<file path="src/rtl/mul_ctrl_pkg.sv">
// Shared widths, defaults and state encoding for the mul_ctrl operand sequencer.
package mul_ctrl_pkg;

   localparam int unsigned MUL_W       = 8;
   localparam int unsigned RES_W       = 17;
   localparam int unsigned ACC_W       = 24;
   localparam int unsigned DEF_DEPTH   = 4;
   localparam int unsigned DEF_TIMEOUT = 12;

   typedef enum logic [1:0] {
      IDLE = 2'd0,
      RUN  = 2'd1,
      ERR  = 2'd2
   } state_t;

endpackage

</file>
<file path="src/rtl/mul_ctrl_fifo.sv">
// Operand-pair FIFO: DEPTH entries, head always visible, async active-low reset on pointers.
module mul_ctrl_fifo
   import mul_ctrl_pkg::*;
#(
   parameter int unsigned DEPTH = DEF_DEPTH,
   parameter int unsigned WIDTH = 2 * MUL_W
) (
   input  logic             clock,
   input  logic             reset_n,
   input  logic             push,
   input  logic             pop,
   input  logic [WIDTH-1:0] din,
   output logic             full,
   output logic             empty,
   output logic [WIDTH-1:0] head
);

   localparam int unsigned AW = $clog2(DEPTH);

   logic [WIDTH-1:0] mem [DEPTH];
   logic [AW:0]      wr_ptr;
   logic [AW:0]      rd_ptr;

   // Extra pointer bit separates the full and empty cases when the indices match.
   assign empty = (wr_ptr == rd_ptr);
   assign full  = (wr_ptr[AW] != rd_ptr[AW]) && (wr_ptr[AW-1:0] == rd_ptr[AW-1:0]);
   assign head  = mem[rd_ptr[AW-1:0]];

   always_ff @(posedge clock or negedge reset_n) begin
      if (!reset_n) begin
         wr_ptr <= '0;
         rd_ptr <= '0;
      end else begin
         if (push && !full)
            wr_ptr <= wr_ptr + 1'b1;
         if (pop && !empty)
            rd_ptr <= rd_ptr + 1'b1;
      end
   end

   always_ff @(posedge clock) begin
      if (push && !full)
         mem[wr_ptr[AW-1:0]] <= din;
   end

endmodule

</file>
<file path="src/rtl/mul_ctrl.sv">
// Sequencer in front of the shift-add multiplier: operand FIFO, launch/capture FSM, timeout flag.
// Optional running accumulator of products when MUL_CTRL_ACC_EN is defined.
module mul_ctrl
   import mul_ctrl_pkg::*;
#(
   parameter int unsigned DEPTH   = DEF_DEPTH,
   parameter int unsigned TIMEOUT = DEF_TIMEOUT
) (
   input  logic             clock,
   input  logic             reset_n,
   input  logic             inValid,
   output logic             inReady,
   input  logic [MUL_W-1:0] inA,
   input  logic [MUL_W-1:0] inB,
   output logic [MUL_W-1:0] mulA,
   output logic [MUL_W-1:0] mulB,
   output logic             mulStart,
   input  logic [RES_W-1:0] mulResult,
   input  logic             mulFinish,
   output logic             outValid,
   input  logic             outReady,
   output logic [RES_W-1:0] outData,
`ifdef MUL_CTRL_ACC_EN
   input  logic             accClear,
   output logic [ACC_W-1:0] accSum,
`endif
   output logic             error
);

   localparam int unsigned CW = $clog2(TIMEOUT + 1);

   state_t             state;
   state_t             state_nxt;
   logic [CW-1:0]      cnt;
   logic               push;
   logic               full;
   logic               empty;
   logic               capture;
   logic               timeout_hit;
   logic [2*MUL_W-1:0] head;

   assign inReady = !full;
   assign push    = inValid && !full;

   mul_ctrl_fifo #(
      .DEPTH (DEPTH),
      .WIDTH (2 * MUL_W)
   ) u_fifo (
      .clock   (clock),
      .reset_n (reset_n),
      .push    (push),
      .pop     (capture),
      .din     ({inA, inB}),
      .full    (full),
      .empty   (empty),
      .head    (head)
   );

   assign mulA = head[2*MUL_W-1:MUL_W];
   assign mulB = head[MUL_W-1:0];

   // Derived from the async-reset state register, so it rises immediately on reset.
   assign mulStart = (state != RUN);

   always_ff @(posedge clock or negedge reset_n) begin
      if (!reset_n)
         state <= IDLE;
      else
         state <= state_nxt;
   end

   always_comb begin
      state_nxt   = state;
      capture     = 1'b0;
      timeout_hit = 1'b0;
      case (state)
         IDLE: begin
            if (!empty && (!outValid || outReady) && !error)
               state_nxt = RUN;
         end
         RUN: begin
            if (mulFinish) begin
               capture   = 1'b1;
               state_nxt = IDLE;
            end else if (cnt == CW'(TIMEOUT - 1)) begin
               timeout_hit = 1'b1;
               state_nxt   = ERR;
            end
         end
         ERR:     state_nxt = ERR;
         default: state_nxt = IDLE;
      endcase
   end

   always_ff @(posedge clock or negedge reset_n) begin
      if (!reset_n) begin
         cnt      <= '0;
         outValid <= 1'b0;
         outData  <= '0;
         error    <= 1'b0;
      end else begin
         cnt <= (state == RUN && state_nxt == RUN) ? cnt + 1'b1 : '0;
         if (capture) begin
            outValid <= 1'b1;
            outData  <= mulResult;
         end else if (outValid && outReady) begin
            outValid <= 1'b0;
         end
         if (timeout_hit)
            error <= 1'b1;
      end
   end

`ifdef MUL_CTRL_ACC_EN
   // A clear coinciding with a capture restarts the sum at that product.
   always_ff @(posedge clock or negedge reset_n) begin
      if (!reset_n)
         accSum <= '0;
      else if (accClear)
         accSum <= capture ? ACC_W'(mulResult) : '0;
      else if (capture)
         accSum <= accSum + ACC_W'(mulResult);
   end
`endif

endmodule

</file>
<file path="config.mk">
export PLATFORM = sky130hd
export DESIGN_NAME = mul_ctrl
export DESIGN_NICKNAME = d
export VERILOG_FILES = /design/src/rtl/mul_ctrl_pkg.sv /design/src/rtl/mul_ctrl_fifo.sv /design/src/rtl/mul_ctrl.sv
export SDC_FILE = /design/constraint.sdc
export NUM_CORES = 1
export LEC_CHECK = 0
export BUFFER_PORTS_ARGS = -buffer_cell sky130_fd_sc_hd__clkbuf_2
export CAP_MARGIN = 20
export CORE_MARGIN = 2
export CORE_UTILIZATION = 58
export CTS_CLUSTER_DIAMETER = 150
export CTS_CLUSTER_SIZE = 8
export DETAILED_ROUTE_END_ITERATION = 10
export PLACE_DENSITY_LB_ADDON = 0.2
export SLEW_MARGIN = 20
export SYNTH_ARGS = -nofsm -noshare
export SYNTH_HDL_FRONTEND = slang
export SYNTH_SLANG_ARGS = --single-unit
</file>
<file path="constraint.sdc">
create_clock -name clock -period 4 [get_ports clock]
set_input_delay 0.6 -clock clock [delete_from_list [all_inputs] [get_ports clock]]
set_output_delay 0.6 -clock clock [all_outputs]
set_load 0.05 [all_outputs]
</file>
==> qor.txt <==
result of the run -> completed
wire length of the first global-routing pass -> 9590 µm
Setup crit start kind -> flop
family with the most delay on the worst path -> flip-flops
initial core utilization -> 0.610
Nets -> 307
Ant. Diodes -> 0
critical path, cell by cell -> buf_4 -> mux4_2 -> clkbuf_2
drt via density -> 5.40
largest cells by area after synthesis -> sky130_fd_sc_hd__edfxtp_1 52%, sky130_fd_sc_hd__dfrtp_1 21%, sky130_fd_sc_hd__mux4_2 9.8%
proportion of layout cells with a drive suffix above 1 -> 0.481
residual overflow from global routing -> 0
detailed-route via count -> 1851
met3 track demand over resource in global routing -> 0.0485
die footprint -> 6990 µm²
Root Buffer -> sky130_fd_sc_hd__clkbuf_8
Skew-Pair Late Insertion Delay -> 0.34 ns
crit path capture type -> output port
fraction of met1 tracks used by global routing -> 0.234
GP Congestion -> 0.781
critical setup path kind -> flop to output port
Detailed Place HPWL -> 3940 µm
Syn Nets -> 226
iteration-0 DRC count of the detailed router -> 92
number of antenna violations at the first check in global routing -> 0
TritonCTS Buffers -> 9
slack of the worst reg-to-reg path -> 1.52 ns
Max Transition Viols Final -> 0
layer with the highest usage after global routing -> met2
Resized Gates After CTS -> 0
type of the tightest min-delay check -> input pin to async pin
Slowest cell on crit path -> sky130_fd_sc_hd__dfrtp_1
Tcrit/Tclk final -> 0.709
top-area cell type share of the netlist area -> 0.523
measured slew at the worst slew-check pin -> 0.887 ns
worst path required time -> 3.40 ns
count of synthesis-stage warnings from yosys -> 0
hold violation total from the final report -> 0
post-CTS setup buffer count -> 0
total track usage -> 0.178
number of buffer cells added on primary ports -> 74
delay of the slowest cell on the worst path -> 0.79 ns
clock tree from TritonCTS -> done
buffers plus inverters on the worst setup path -> 2
total wire length after detailed routing -> 5840 µm
TNS Setup -> 0 ns
dominant cell type by area after synthesis -> sky130_fd_sc_hd__edfxtp_1
FF-to-FF path depth -> 3
Clock H-tree levels -> 3
count of maximum capacitance violations -> 0
setup repair after global routing missed its margin -> no
FMAX -> 353 MHz
CTS clk-pin slew, worst paths -> 0.09 ns
highest net fanout along the worst path -> 11
Worst Path Arrival -> 2.23 ns
pin count of the biggest net entering global routing -> 32
number of hold-repair buffers added at the cts stage -> 0
number of inserted filler cells in the final layout -> 408
count of state elements after synthesis -> 95
Max-Slew Margin vs Limit -> 0.409
via count of the first global-routing pass -> 1983
DIE HEIGHT -> 83.6 µm
cell row count -> 28
sequential cell area -> 2700 µm²
residual antenna-violating net count after detailed routing -> 0
mean instance size in the synthesized netlist -> 20.2 µm²
clk sinks -> 95
Final Skew -> 0.00766 ns
CTS max path bufs -> 2
Setup Viol. Count Final -> 0
Core ar. -> 6030 µm²
area added between synthesis and finish -> 17.7%
GR Layer Usage met2 -> 0.276
Mapped Area -> 3670 µm²
Multi-input gate area -> 921 µm²
launch instance of the worst register-to-register path -> u_fifo.rd_ptr[0]$_DFFE_PN0P_
worst reg2reg path endpoint -> u_fifo.mem[0][7]$_DFFE_PP_
number of search-and-repair iterations in the first detailed-routing pass -> 4
Die X-Extent -> 83.6 µm
number of distinct library cells after synthesis -> 32
sequential share of the synthesized area -> 0.734
final routed wire length divided by cell count -> 17.0 µm
minimum clock period after layout -> 2.83 ns
number of top-level pins -> 75
cells after synthesis -> 182
Post-route DRC -> 0
-- placed cells by master (no fill, tap or decap), types with 3 or more instances in the layout --
| master | Yosys | layout |
|---|---|---|
| sky130_fd_sc_hd__and2_1 | 3 | 3 |
| sky130_fd_sc_hd__ha_1 | 6 | 6 |
| sky130_fd_sc_hd__nor2_1 | 3 | 3 |
| sky130_fd_sc_hd__edfxtp_1 | 64 | 64 |
| sky130_fd_sc_hd__mux4_2 | 16 | 16 |
| sky130_fd_sc_hd__clkbuf_2 | 0 | 74 |
| sky130_fd_sc_hd__dfrtp_1 | 31 | 31 |
| sky130_fd_sc_hd__mux2_2 | 18 | 18 |
| sky130_fd_sc_hd__xnor2_1 | 6 | 6 |
| sky130_fd_sc_hd__clkbuf_8 | 0 | 9 |
| sky130_fd_sc_hd__inv_1 | 4 | 4 |
-- logic make-up (layout without fill, tap and decap cells) --
kind of cell	Yosys count	count (layout)	synth area share
buf+inv	10	96	0.0153
fa+ha+maj	6	6	0.0204
simple gates	20	20	0.0317
mux	35	35	0.157
xor+xnor	10	10	0.0279
compound gates	6	6	0.0133
flops	95	95	0.734
-- cell usage after synthesis --
master and instances:
sky130_fd_sc_hd__inv_1 4, sky130_fd_sc_hd__nor3b_1 1, sky130_fd_sc_hd__or4_1 1, sky130_fd_sc_hd__o31ai_2 1
sky130_fd_sc_hd__o31a_1 1, sky130_fd_sc_hd__mux2_2 18, sky130_fd_sc_hd__mux2_4 1, sky130_fd_sc_hd__buf_2 3
sky130_fd_sc_hd__clkbuf_1 1, sky130_fd_sc_hd__buf_6 2, sky130_fd_sc_hd__xnor2_1 6, sky130_fd_sc_hd__o311ai_0 1
sky130_fd_sc_hd__nor2b_1 1, sky130_fd_sc_hd__o21ai_0 2, sky130_fd_sc_hd__or2_2 1, sky130_fd_sc_hd__and2_1 3
sky130_fd_sc_hd__o311ai_1 1, sky130_fd_sc_hd__nand2b_1 2, sky130_fd_sc_hd__dfrtp_1 31, sky130_fd_sc_hd__mux4_2 16
sky130_fd_sc_hd__or3_1 1, sky130_fd_sc_hd__and3_1 1, sky130_fd_sc_hd__nor2_1 3, sky130_fd_sc_hd__nand2_1 2
sky130_fd_sc_hd__nand3_1 1, sky130_fd_sc_hd__xor2_1 2, sky130_fd_sc_hd__nand3b_1 1, sky130_fd_sc_hd__ha_1 6
sky130_fd_sc_hd__xor2_2 2, sky130_fd_sc_hd__and3b_1 1, sky130_fd_sc_hd__nor3_1 1, sky130_fd_sc_hd__edfxtp_1 64
-- cell type report --
class	count	share of cell area
Multi-Input combinational cell	77	0.213
Inverter	4	0.00347
Clock buffer	11	0.0304
Tap cell	75	0.0217
Clock inverter	5	0.0188
Sequential cell	95	0.624
Timing Repair Buffer	76	0.0891
-- routing by layer --
metal | wire (µm) | vias up
met2 | 2910 | 64
met4 | 109 | 0
met5 | 0 | -
li1 | - | 863
met1 | 2500 | 912
met3 | 323 | 12
-- state kept, by name, summed over array words and instances (netlist names) --
signal         cells
cnt                4
error              1
outData           17
outValid           1
state              2
u_fifo.mem        64
u_fifo.rd_ptr      3
u_fifo.wr_ptr      3
-- metrics by stage --
step | hold slack, ns | setup WS [ns] | utilization | area, µm² | instances
after CTS | 0.333 | 1.12 | 0.718 | 4330 | 343
after global routing | 0.379 | 1.03 | 0.718 | 4330 | 343
after floorplan | 0.304 | 1.90 | - | 3670 | 182
after global placement | 0.452 | 1.51 | 0.683 | 4110 | 327
after detailed placement | 0.464 | 1.49 | 0.683 | 4110 | 327
final | 0.323 | 1.17 | 0.718 | 4330 | 343
-- worst max-delay path by stage --
stage                                       startpoint                           to  slack, ns  cells after the start
after floorplan           u_fifo.rd_ptr[0]$_DFFE_PN0P_                      mulA[1]       1.90                      3
after global placement    u_fifo.rd_ptr[0]$_DFFE_PN0P_                      mulB[1]       1.51                      3
after detailed placement  u_fifo.rd_ptr[0]$_DFFE_PN0P_  u_fifo.mem[0][14]$_DFFE_PP_       1.49                      3
after CTS                 u_fifo.rd_ptr[0]$_DFFE_PN0P_                      mulB[1]       1.12                      3
after global routing      u_fifo.rd_ptr[0]$_DFFE_PN0P_                      mulB[1]       1.03                      3
final                     u_fifo.rd_ptr[0]$_DFFE_PN0P_                      mulB[1]       1.17                      3
Power is not shown: default switching activity piles up to over one toggle a cycle in this logic, so the estimate is an artifact.
